`src/rtl/mem_port_arbiter_if.sv`:
```
// Bundle of the requester and memory signals around mem_port_arbiter.
//   cpu_* : CPU datapath port (req/rwbar/addr/wdata in, rdata/ack/stall out)
//   dbg_* : debug/loader port, same semantics minus stall
//   mem_* : variable-latency memory port (req/rwbar/addr/wdata out, rdata/ready in)
//   timeout_err : sticky flag raised when a memory access never completed
// Modport slave is the arbiter's view; master is the environment's view
// (requesters plus memory).
interface mem_port_arbiter_if #(
  parameter int unsigned ADDR_W = 32,
  parameter int unsigned DATA_W = 32
) ();
  logic              cpu_req;
  logic              cpu_rwbar;
  logic [ADDR_W-1:0] cpu_addr;
  logic [DATA_W-1:0] cpu_wdata;
  logic [DATA_W-1:0] cpu_rdata;
  logic              cpu_ack;
  logic              cpu_stall;

  logic              dbg_req;
  logic              dbg_rwbar;
  logic [ADDR_W-1:0] dbg_addr;
  logic [DATA_W-1:0] dbg_wdata;
  logic [DATA_W-1:0] dbg_rdata;
  logic              dbg_ack;

  logic              mem_req;
  logic              mem_rwbar;
  logic [ADDR_W-1:0] mem_addr;
  logic [DATA_W-1:0] mem_wdata;
  logic [DATA_W-1:0] mem_rdata;
  logic              mem_ready;

  logic              timeout_err;

  modport slave (
    input  cpu_req, cpu_rwbar, cpu_addr, cpu_wdata,
    output cpu_rdata, cpu_ack, cpu_stall,
    input  dbg_req, dbg_rwbar, dbg_addr, dbg_wdata,
    output dbg_rdata, dbg_ack,
    output mem_req, mem_rwbar, mem_addr, mem_wdata,
    input  mem_rdata, mem_ready,
    output timeout_err
  );

  modport master (
    output cpu_req, cpu_rwbar, cpu_addr, cpu_wdata,
    input  cpu_rdata, cpu_ack, cpu_stall,
    output dbg_req, dbg_rwbar, dbg_addr, dbg_wdata,
    input  dbg_rdata, dbg_ack,
    input  mem_req, mem_rwbar, mem_addr, mem_wdata,
    output mem_rdata, mem_ready,
    input  timeout_err
  );
endinterface

```
`src/rtl/mem_port_arbiter.sv`:
```
// Arbiter and sequencer for the unified instruction/data memory of the
// multicycle MIPS datapath. Two requesters (CPU datapath, debug/loader) share
// one variable-latency memory; ownership alternates round-robin on ties.
// Each access runs IDLE -> ACCESS -> RESP. An access with no mem_ready within
// MAX_WAIT cycles is aborted: the owner gets all-ones data and timeout_err
// latches until RESET.
// Ports:
//   CLK   : clock, all state changes on the rising edge
//   RESET : synchronous, active-high reset
//   bus   : mem_port_arbiter_if.slave (cpu_*, dbg_*, mem_*, timeout_err)
module mem_port_arbiter #(
  parameter int unsigned ADDR_W   = 32,
  parameter int unsigned DATA_W   = 32,
  parameter int unsigned MAX_WAIT = 15
) (
  input  logic               CLK,
  input  logic               RESET,
  mem_port_arbiter_if.slave  bus
);

  localparam int unsigned     CntW    = $clog2(MAX_WAIT + 1);
  localparam logic [CntW-1:0] CntLast = CntW'(MAX_WAIT - 1);
  localparam logic [CntW-1:0] CntMax  = CntW'(MAX_WAIT);

  typedef enum logic [1:0] {StIdle, StAccess, StResp} state_e;
  typedef enum logic {OwnCpu = 1'b0, OwnDbg = 1'b1} owner_e;

  state_e            state_q, state_d;
  owner_e            owner_q, owner_d;
  owner_e            last_owner_q, last_owner_d;
  logic [CntW-1:0]   cnt_q, cnt_d;
  logic              mem_rwbar_q, mem_rwbar_d;
  logic [ADDR_W-1:0] mem_addr_q, mem_addr_d;
  logic [DATA_W-1:0] mem_wdata_q, mem_wdata_d;
  logic [DATA_W-1:0] cpu_rdata_q, cpu_rdata_d;
  logic [DATA_W-1:0] dbg_rdata_q, dbg_rdata_d;
  logic              timeout_q, timeout_d;

  logic              grant_dbg;
  logic              resp_load;
  logic [DATA_W-1:0] resp_data;

  always_comb begin
    state_d      = state_q;
    owner_d      = owner_q;
    last_owner_d = last_owner_q;
    cnt_d        = cnt_q;
    mem_rwbar_d  = mem_rwbar_q;
    mem_addr_d   = mem_addr_q;
    mem_wdata_d  = mem_wdata_q;
    cpu_rdata_d  = cpu_rdata_q;
    dbg_rdata_d  = dbg_rdata_q;
    timeout_d    = timeout_q;
    grant_dbg    = 1'b0;
    resp_load    = 1'b0;
    resp_data    = '0;

    unique case (state_q)
      StIdle: begin
        if (bus.cpu_req || bus.dbg_req) begin
          // On a tie the port that was not served last wins.
          grant_dbg = bus.dbg_req && (!bus.cpu_req || (last_owner_q == OwnCpu));
          owner_d   = grant_dbg ? OwnDbg : OwnCpu;
          if (grant_dbg) begin
            mem_rwbar_d = bus.dbg_rwbar;
            mem_addr_d  = bus.dbg_addr;
            mem_wdata_d = bus.dbg_wdata;
          end else begin
            mem_rwbar_d = bus.cpu_rwbar;
            mem_addr_d  = bus.cpu_addr;
            mem_wdata_d = bus.cpu_wdata;
          end
          cnt_d   = '0;
          state_d = StAccess;
        end
      end

      StAccess: begin
        if (bus.mem_ready) begin
          resp_load = 1'b1;
          resp_data = mem_rwbar_q ? bus.mem_rdata : '0;
          state_d   = StResp;
        end else begin
          // Saturate so the counter can never wrap back into range.
          if (cnt_q != CntMax) begin
            cnt_d = cnt_q + CntW'(1);
          end
          if (cnt_q == CntLast) begin
            timeout_d = 1'b1;
            resp_load = 1'b1;
            resp_data = '1;
            state_d   = StResp;
          end
        end
      end

      StResp: begin
        last_owner_d = owner_q;
        state_d      = StIdle;
      end

      default: state_d = StIdle;
    endcase

    if (resp_load) begin
      if (owner_q == OwnDbg) begin
        dbg_rdata_d = resp_data;
      end else begin
        cpu_rdata_d = resp_data;
      end
    end
  end

  always_ff @(posedge CLK) begin
    if (RESET) begin
      state_q      <= StIdle;
      owner_q      <= OwnCpu;
      last_owner_q <= OwnDbg;
      cnt_q        <= '0;
      mem_rwbar_q  <= 1'b1;
      mem_addr_q   <= '0;
      mem_wdata_q  <= '0;
      cpu_rdata_q  <= '0;
      dbg_rdata_q  <= '0;
      timeout_q    <= 1'b0;
    end else begin
      state_q      <= state_d;
      owner_q      <= owner_d;
      last_owner_q <= last_owner_d;
      cnt_q        <= cnt_d;
      mem_rwbar_q  <= mem_rwbar_d;
      mem_addr_q   <= mem_addr_d;
      mem_wdata_q  <= mem_wdata_d;
      cpu_rdata_q  <= cpu_rdata_d;
      dbg_rdata_q  <= dbg_rdata_d;
      timeout_q    <= timeout_d;
    end
  end

  assign bus.mem_req     = (state_q == StAccess);
  assign bus.mem_rwbar   = mem_rwbar_q;
  assign bus.mem_addr    = mem_addr_q;
  assign bus.mem_wdata   = mem_wdata_q;
  assign bus.cpu_ack     = (state_q == StResp) && (owner_q == OwnCpu);
  assign bus.dbg_ack     = (state_q == StResp) && (owner_q == OwnDbg);
  assign bus.cpu_rdata   = cpu_rdata_q;
  assign bus.dbg_rdata   = dbg_rdata_q;
  assign bus.cpu_stall   = bus.cpu_req & ~bus.cpu_ack;
  assign bus.timeout_err = timeout_q;

endmodule

```
`src/flat_wrapper.sv`:
```
// flat-port wrapper written by rule: the top's interface ports become plain ports
module mem_port_arbiter_flat 
#(
  parameter int unsigned ADDR_W   = 32,
  parameter int unsigned DATA_W   = 32,
  parameter int unsigned MAX_WAIT = 15
)
  (CLK, RESET, bus_cpu_req, bus_cpu_rwbar, bus_cpu_addr, bus_cpu_wdata, bus_cpu_rdata, bus_cpu_ack, bus_cpu_stall, bus_dbg_req, bus_dbg_rwbar, bus_dbg_addr, bus_dbg_wdata, bus_dbg_rdata, bus_dbg_ack, bus_mem_req, bus_mem_rwbar, bus_mem_addr, bus_mem_wdata, bus_mem_rdata, bus_mem_ready, bus_timeout_err);
  mem_port_arbiter_if #(.ADDR_W(ADDR_W), .DATA_W(DATA_W)) bus_i ();
  input  logic CLK;
  input  logic RESET;
  input wire logic [$bits(bus_i.cpu_req)-1:0] bus_cpu_req;
  input wire logic [$bits(bus_i.cpu_rwbar)-1:0] bus_cpu_rwbar;
  input wire logic [$bits(bus_i.cpu_addr)-1:0] bus_cpu_addr;
  input wire logic [$bits(bus_i.cpu_wdata)-1:0] bus_cpu_wdata;
  output wire logic [$bits(bus_i.cpu_rdata)-1:0] bus_cpu_rdata;
  output wire logic [$bits(bus_i.cpu_ack)-1:0] bus_cpu_ack;
  output wire logic [$bits(bus_i.cpu_stall)-1:0] bus_cpu_stall;
  input wire logic [$bits(bus_i.dbg_req)-1:0] bus_dbg_req;
  input wire logic [$bits(bus_i.dbg_rwbar)-1:0] bus_dbg_rwbar;
  input wire logic [$bits(bus_i.dbg_addr)-1:0] bus_dbg_addr;
  input wire logic [$bits(bus_i.dbg_wdata)-1:0] bus_dbg_wdata;
  output wire logic [$bits(bus_i.dbg_rdata)-1:0] bus_dbg_rdata;
  output wire logic [$bits(bus_i.dbg_ack)-1:0] bus_dbg_ack;
  output wire logic [$bits(bus_i.mem_req)-1:0] bus_mem_req;
  output wire logic [$bits(bus_i.mem_rwbar)-1:0] bus_mem_rwbar;
  output wire logic [$bits(bus_i.mem_addr)-1:0] bus_mem_addr;
  output wire logic [$bits(bus_i.mem_wdata)-1:0] bus_mem_wdata;
  input wire logic [$bits(bus_i.mem_rdata)-1:0] bus_mem_rdata;
  input wire logic [$bits(bus_i.mem_ready)-1:0] bus_mem_ready;
  output wire logic [$bits(bus_i.timeout_err)-1:0] bus_timeout_err;
  assign bus_i.cpu_req = bus_cpu_req;
  assign bus_i.cpu_rwbar = bus_cpu_rwbar;
  assign bus_i.cpu_addr = bus_cpu_addr;
  assign bus_i.cpu_wdata = bus_cpu_wdata;
  assign bus_cpu_rdata = bus_i.cpu_rdata;
  assign bus_cpu_ack = bus_i.cpu_ack;
  assign bus_cpu_stall = bus_i.cpu_stall;
  assign bus_i.dbg_req = bus_dbg_req;
  assign bus_i.dbg_rwbar = bus_dbg_rwbar;
  assign bus_i.dbg_addr = bus_dbg_addr;
  assign bus_i.dbg_wdata = bus_dbg_wdata;
  assign bus_dbg_rdata = bus_i.dbg_rdata;
  assign bus_dbg_ack = bus_i.dbg_ack;
  assign bus_mem_req = bus_i.mem_req;
  assign bus_mem_rwbar = bus_i.mem_rwbar;
  assign bus_mem_addr = bus_i.mem_addr;
  assign bus_mem_wdata = bus_i.mem_wdata;
  assign bus_i.mem_rdata = bus_mem_rdata;
  assign bus_i.mem_ready = bus_mem_ready;
  assign bus_timeout_err = bus_i.timeout_err;
  mem_port_arbiter #(.ADDR_W(ADDR_W), .DATA_W(DATA_W), .MAX_WAIT(MAX_WAIT)) u_core (.CLK(CLK), .RESET(RESET), .bus(bus_i));
endmodule
```
`config.mk`:
```
export PLATFORM = sky130hd
export DESIGN_NAME = mem_port_arbiter_flat
export DESIGN_NICKNAME = d
export VERILOG_FILES = /design/src/rtl/mem_port_arbiter_if.sv /design/src/rtl/mem_port_arbiter.sv /design/src/flat_wrapper.sv
export SDC_FILE = /design/constraint.sdc
export NUM_CORES = 1
export LEC_CHECK = 0
export CAP_MARGIN = 30
export CORE_MARGIN = 2
export CORE_UTILIZATION = 25
export CTS_CLUSTER_DIAMETER = 30
export DETAILED_ROUTE_END_ITERATION = 10
export HOLD_SLACK_MARGIN = 0.05
export PLACE_DENSITY = 0.66
export RECOVER_POWER = 100
export SLEW_MARGIN = 20
export SYNTH_ARGS = -nofsm -noshare
export SYNTH_HDL_FRONTEND = slang
export SYNTH_SLANG_ARGS = --single-unit
```
`constraint.sdc`:
```
create_clock -name CLK -period 1.5 [get_ports CLK]
set_input_delay 0.3 -clock CLK [delete_from_list [all_inputs] [get_ports CLK]]
set_output_delay 0.3 -clock CLK [all_outputs]
set_load 0.02 [all_outputs]
```
== Word level (Yosys, flattened, before mapping) ==
Cells that the tools add are included.

* Input bits: 167
* Register bits after elaboration: 138
* Logic and storage cells: 57
* Output and inout port bits: 134

* Add/subtract/negate cells: 1
* Bitwise gates (word level): 5
* Reduce and logical (&&, ||, !) cells: 14
* Mux-type cells: 19
* Eq/ne operators: 8

{| class="wikitable"
|+ Operators with widths
! cell !! number
|-
| $mux W32 || 6
|-
| $mux W4 || 3
|-
| $pmux W4 S2 || 1
|-
| $reduce_and A2 Y1 || 4
|-
| $mux W2 || 3
|-
| $mux W1 || 5
|-
| $add A4 B1 Y4 const B || 1
|-
| $eq A4 B4 Y1 const B || 1
|-
| $ne A2 B1 Y1 const B || 2
|-
| $ne A4 B4 Y1 const B || 1
|-
| $not A1 Y1 || 4
|-
| $pmux W2 S2 || 1
|-
| $reduce_and A4 Y1 || 1
|-
| $logic_and A1 B1 Y1 || 3
|-
| $ne A3 B1 Y1 const B || 1
|-
| $reduce_and A3 Y1 || 1
|-
| $eq A2 B1 Y1 const B || 1
|-
| $eq A2 B2 Y1 const B || 1
|-
| $logic_not A2 Y1 || 1
|-
| $logic_or A1 B1 Y1 || 2
|-
| $ne A2 B2 Y1 const B || 1
|-
| $reduce_bool A2 Y1 || 1
|-
| $and A1 B1 Y1 || 1
|-
| $logic_not A1 Y1 || 1
|}

== Longest topological paths before layout ==
* Word-level depth: 5
* Gate-level depth with buffers: 7
* Gate-level depth less buffers: 6

== Least setup slack after synthesis ==
Ideal clock, no wire load.

* Path type: register to register
* From: reg u_core.cnt_q[0]
* To: reg u_core.dbg_rdata_q[10] (netlist: u_core.bus.dbg_rdata[10])
* Path buffers: 1
* Arrival time: 1.398 ns
* Setup slack: -0.012 ns
* Library setup time: 0.115 ns
* Cell stages (with the launch flop): 7
* Cell sequence: dfxtp_1 -> inv_1 -> ha_1 -> a31oi_1 -> nor3_2 -> buf_2 -> o21a_1

* Word-level cells in the longest chain between the ends: 5
* Elaborated cells on any way between the ends: 8
* Classes of those cells: eq/ne: 1; mux: 6; reduce/logical: 1

{| class="wikitable"
|+ RTL lines
! what !! line !! text
|-
| start, declared || mem_port_arbiter.sv:31 || <nowiki>logic [CntW-1:0] cnt_q, cnt_d;</nowiki>
|-
| start signal, assigned || mem_port_arbiter.sv:130 || <nowiki>cnt_q <= cnt_d;</nowiki>
|-
| $eq A4 B4 Y1 (*) || mem_port_arbiter.sv:88 || <nowiki>if (cnt_q == CntLast) begin</nowiki>
|-
| $mux W1 || mem_port_arbiter.sv:88 ||
|-
| $mux W1 || mem_port_arbiter.sv:79 || <nowiki>if (bus.mem_ready) begin</nowiki>
|-
| $mux W1 || mem_port_arbiter.sv:58 || <nowiki>unique case (state_q)</nowiki>
|-
| $reduce_and A2 Y1 (no line) || n/a ||
|-
| end signal, assigned || mem_port_arbiter.sv:135 || <nowiki>dbg_rdata_q <= dbg_rdata_d;</nowiki>
|-
| end, declared || mem_port_arbiter.sv:36 || <nowiki>logic [DATA_W-1:0] dbg_rdata_q, dbg_rdata_d;</nowiki>
|}

Mark *: on every way between the ends. The rest lies on a longest branch, timed or not.
A chain may end at the register's enable or synchronous reset.

== Worst setup path in the final report ==
* From: reg u_core.cnt_q[0]
* To: reg u_core.cpu_rdata_q[14] (netlist: u_core.bus.cpu_rdata[14])

* Word-level cells in the longest chain between the ends: 5
* Elaborated cells on any way between the ends: 8
* Classes of those cells: eq/ne: 1; mux: 6; reduce/logical: 1

{| class="wikitable"
|+ RTL lines
! what !! line !! text
|-
| $eq A4 B4 Y1 (*) || mem_port_arbiter.sv:88 ||
|-
| $mux W1 || mem_port_arbiter.sv:88 ||
|-
| $mux W1 || mem_port_arbiter.sv:79 ||
|-
| $mux W1 || mem_port_arbiter.sv:58 ||
|-
| $reduce_and A2 Y1 (no line) || n/a ||
|-
| end signal, assigned || mem_port_arbiter.sv:134 || <nowiki>cpu_rdata_q <= cpu_rdata_d;</nowiki>
|-
| end, declared || mem_port_arbiter.sv:35 || <nowiki>logic [DATA_W-1:0] cpu_rdata_q, cpu_rdata_d;</nowiki>
|}

Marked as above.

==> results by stage <==
Clocking:
- Clock-pin slew was measured on the worst setup and hold paths at 0.07 ns.
- The H-tree level count is 4.
- Clock tree synthesis selected as its root buffer the cell sky130_fd_sc_hd__clkbuf_16.
- The clock latency on the worst-skew pair is 0.42 ns.
- No sink is reached through more buffers than the 2 on the longest clock path.
- TritonCTS built the clock tree.
- Clock tree synthesis found a total of 138 sinks.
- The number of clock buffers added by TritonCTS is 17.

Yosys:
- The post-synthesis instance area is 5740 sq um.
- In the synthesized netlist, the number of instances is 600.
- The cell taking the most area after synthesis is sky130_fd_sc_hd__dfxtp_1.
- Sequential cells were found to cover 48.1% of the synthesized design area.
- In this run the mean area of a mapped cell was 9.57 sq um.
- Of the post-synthesis cell area, the dominant cell type holds 48.1%.
- Sorting the synthesized cells by area gives the leading types as sky130_fd_sc_hd__dfxtp_1 48%, sky130_fd_sc_hd__a211oi_1 13%, sky130_fd_sc_hd__mux2i_1 11%.
- After synthesis, the netlist uses 36 different library cells.
- Counting every net in the synthesized netlist gives 769.
- After synthesis the netlist holds a flip-flop and latch count of 138.
- The synthesis warning total is 0.

Layout:
- Cells with a size suffix above 1 make up 19.9% of the layout.
- The filler cell count in the final layout is 2186.
- The number of nets in the finished design is 1102.
- The library cell used most frequently in the layout, excluding fill and tap cells, is sky130_fd_sc_hd__clkdlybuf4s50_1.
- The area taken by flip-flops and latches is 2770 sq um.
- The area added between synthesis and finish is 84.3%.
- After the flow finishes, the layout carries non-filler instances totaling 1231.
- In the layout the commonest cells are 165 x sky130_fd_sc_hd__clkdlybuf4s50_1, 133 x sky130_fd_sc_hd__dfxtp_1, 123 x sky130_fd_sc_hd__dlygate4sd2_1.
- The number of antenna diodes in the final layout is 0.
- The total area of multi-input combinational cells is 3050 sq um.
- The post-route core utilization is 46.9%.

Place:
- Counting tap cells, the placed design contains a total of 1171 instances.
- The half-perimeter wire length of the detailed placement result is 13.7 mm.
- The total of buffers placed on input and output ports is 300.
- At the end of routability-driven placement, the weighted congestion stood at 0.747.

STA:
- After routing, the total negative slack on setup checks comes to -4.05 ns.
- The clock arrives with 0.00756 ns of skew.
- Setup repair after global routing could not meet its margin everywhere.
- The final-report hold violation count was 0.
- The measured slew at the worst slew-check pin is 0.426 ns.
- The worst path setup slack after routing is -0.131 ns.
- Measured against its own limit, the worst slew margin works out to 71.3%.
- The final max-slew violation count was 0.
- The final critical-path required period is 1.63 ns.
- The post-route fraction of the period consumed by the critical path is 109%.
- Based on the critical path, the design can be clocked at up to 613 MHz.
- On the final layout, the worst hold slack is 0.212 ns.
- The count of endpoints failing setup in the final report is 63.

Worst setup path:
- The category of the worst setup path capture point is a flop.
- The class of the most critical setup path is reg -> reg.
- The largest fanout of any net on the critical path is 8.
- The data arrival time at the worst-slack endpoint is 1.97 ns.
- STA puts the critical path data required time at 1.84 ns.
- STA classifies the critical path startpoint as a flop.

Run:
- Across the run, the number of max-cap violations was 0.

Route:
- In the final routed layout, each cell accounts on average for 17.5 um.
- After detailed routing, the total wire length is 21.6 mm.
- The detailed router finished its first iteration with 243 violations.
- The routed via count is 5756.
- The number of iterations in the first detailed-routing pass is 6.
- The post-detailed-route count of antenna-violating nets is 0.
- The detailed-route vias per instance is 4.68.
- The total DRC errors in the routed layout is 0.

Floorplanning:
- The number of standard-cell rows in the floorplan is 55.
- The die covers 24200 sq um.
- The die height is 156 um.
- The total area inside the core boundary comes to 22600 sq um.
- The floorplan die width is 156 um.
- For this configuration, the core starts out at a cell density of 25.4%.
- During I/O placement, the number of pins put on the boundary was 301.

Power and ir drop:
- Per report_power, the sequential group accounts for 37.0% of the total.
- The net switching power is 3.26 mW.
- The power density relative to cell area is 1050 nW/um^2.
- The internal power of the cells totals 7.85 mW.
- In this run the static leakage power is 4.47 nW.
- The overall power of the completed layout is 11.1 mW.
- Across the VDD grid, the largest voltage drop is 0.682 mV.
- The share of total power in the clock network is 39.0%.
- Net switching is 29.4% of the power.
- Combinational logic is responsible for 23.9% of the overall power.

Worst hold path:
- The path class of the tightest hold or removal check is in -> reg.

Global routing:
- The largest net degree at the start of global routing is 63.
- The first global-routing pass estimated 31.2 mm of wire.
- After global routing the overflow that remains totals 0.
- The number of global-route vias before repair came to 5713.
- The total global-route track usage is 16.4%.
- The initial antenna violation count is 0.

Run status:
- The flow ran to the end, but the final reports show violations.
- The final reports fail on setup timing.
## worst paths after layout
path,start,to,slack [ns],cells after the start
setup reg to reg,u_core.cnt_q[0]$_SDFFE_PP0P_,u_core.bus.cpu_rdata[14]$_SDFFE_PP0P_,-0.13,9
setup / recovery,u_core.cnt_q[0]$_SDFFE_PP0P_,u_core.bus.cpu_rdata[14]$_SDFFE_PP0P_,-0.13,9
hold reg to reg,u_core.bus.dbg_rdata[28]$_SDFFE_PP0P_,u_core.bus.dbg_rdata[28]$_SDFFE_PP0P_,0.46,1
hold / removal,RESET,u_core.bus.cpu_rdata[10]$_SDFFE_PP0P_,0.21,2
## state kept, by name, indices dropped and copies added (netlist names)
signal	cells
u_core.bus.mem_wdata	32
u_core.owner_q	1
u_core.state_q	2
u_core.bus.cpu_rdata	32
u_core.bus.mem_addr	32
u_core.bus.dbg_rdata	32
u_core.last_owner_q	1
u_core.bus.timeout_err	1
u_core.cnt_q	4
u_core.bus.mem_rwbar	1
## worst max-delay path, cell delays in order, from the launching register on
cell and delay (ns):
sky130_fd_sc_hd__dfxtp_2 0.33, sky130_fd_sc_hd__inv_2 0.07, sky130_fd_sc_hd__ha_4 0.15, sky130_fd_sc_hd__a31oi_4 0.10, sky130_fd_sc_hd__buf_6 0.14, sky130_fd_sc_hd__nor3_4 0.21
sky130_fd_sc_hd__buf_6 0.21, sky130_fd_sc_hd__buf_6 0.12, sky130_fd_sc_hd__nor2_4 0.03, sky130_fd_sc_hd__a211oi_2 0.19
## metrics by stage
stage / setup slack, ns / instance area (sq um)
6_report: -0.131 / 10600
5_1_grt: -0.185 / 10600
4_1_cts: -0.117 / 10200
3_5_place_dp: -0.420 / 9330
3_3_place_gp: -0.426 / 9330
2_1_floorplan: 0.0124 / 5750
## routing by layer
layer / share of wire [%] / vias to the layer above / track usage, %
li1: - / 2846 / -
met1: 41 / 2678 / 18.9
met2: 49 / 211 / 28.1
met3: 9.4 / 21 / 6.50
met4: 1.1 / 0 / 4.41
met5: 0 / - / 0
## area by class of cell
class                   count  area share [%]
repair buffers            371            35.7
multi-input cells         402            28.9
flip-flops and latches    138            26.2
clock buffers              19            4.28
well taps                 285            3.37
clock inverters            13            1.47
inverters                   3           0.106
## timing repair
| item | in CTS | in global routing |
|---|---|---|
| endpoints found under the setup margin | 183 | 114 |
| buffers inserted | 13 | 8 |
| pin swaps | 31 | 20 |
| resized for setup | 204 | 75 |
| hold buffers | 0 | 0 |
| cloned | 4 | 8 |
## logic make-up after synthesis
logic type	count (synthesis)	share of synthesized area (%)
compound gates	206	25.5
flops	138	48.1
buf+inv	61	5.36
simple gates	128	9.24
mux	65	11.4
fa+ha+maj	2	0.436
## synthesized netlist by cell type
cell type,number
sky130_fd_sc_hd__nand2_1,3
sky130_fd_sc_hd__o21ai_1,1
sky130_fd_sc_hd__a32oi_1,1
sky130_fd_sc_hd__nor3_2,1
sky130_fd_sc_hd__o31ai_1,1
sky130_fd_sc_hd__nor2b_1,2
sky130_fd_sc_hd__inv_1,3
sky130_fd_sc_hd__a21oi_1,34
sky130_fd_sc_hd__nor3_4,1
sky130_fd_sc_hd__nand4b_1,1
sky130_fd_sc_hd__mux2i_1,64
sky130_fd_sc_hd__nor3_1,2
sky130_fd_sc_hd__dfxtp_1,138
sky130_fd_sc_hd__a21boi_2,1
sky130_fd_sc_hd__a21boi_1,2
sky130_fd_sc_hd__and3_1,1
sky130_fd_sc_hd__o21a_1,33
sky130_fd_sc_hd__nand3_1,3
sky130_fd_sc_hd__a211oi_1,97
sky130_fd_sc_hd__a21boi_0,30
sky130_fd_sc_hd__a211o_1,1
sky130_fd_sc_hd__a31oi_1,2
sky130_fd_sc_hd__or2_2,1
sky130_fd_sc_hd__nor4_1,1
sky130_fd_sc_hd__a21oi_2,1
sky130_fd_sc_hd__ha_1,2
sky130_fd_sc_hd__buf_6,5
sky130_fd_sc_hd__nand2b_1,2
sky130_fd_sc_hd__clkbuf_1,28
sky130_fd_sc_hd__or3_1,1
sky130_fd_sc_hd__nor2_1,109
sky130_fd_sc_hd__o21bai_1,1
sky130_fd_sc_hd__a21o_1,1
sky130_fd_sc_hd__mux2_2,1
sky130_fd_sc_hd__buf_4,4
sky130_fd_sc_hd__buf_2,21
## power groups by stage
stage / combinational (mW) / clock (mW) / sequential [mW]
CTS: 2.50 / 4.47 / 4.11
global route: 2.87 / 4.63 / 4.15
global placement: 2.55 / 0 / 4.18
floorplan: 0.856 / 0 / 4.52
detailed placement: 2.56 / 0 / 4.19
finish: 2.66 / 4.34 / 4.11
Note: power is estimated with default switching activity, not from simulation.
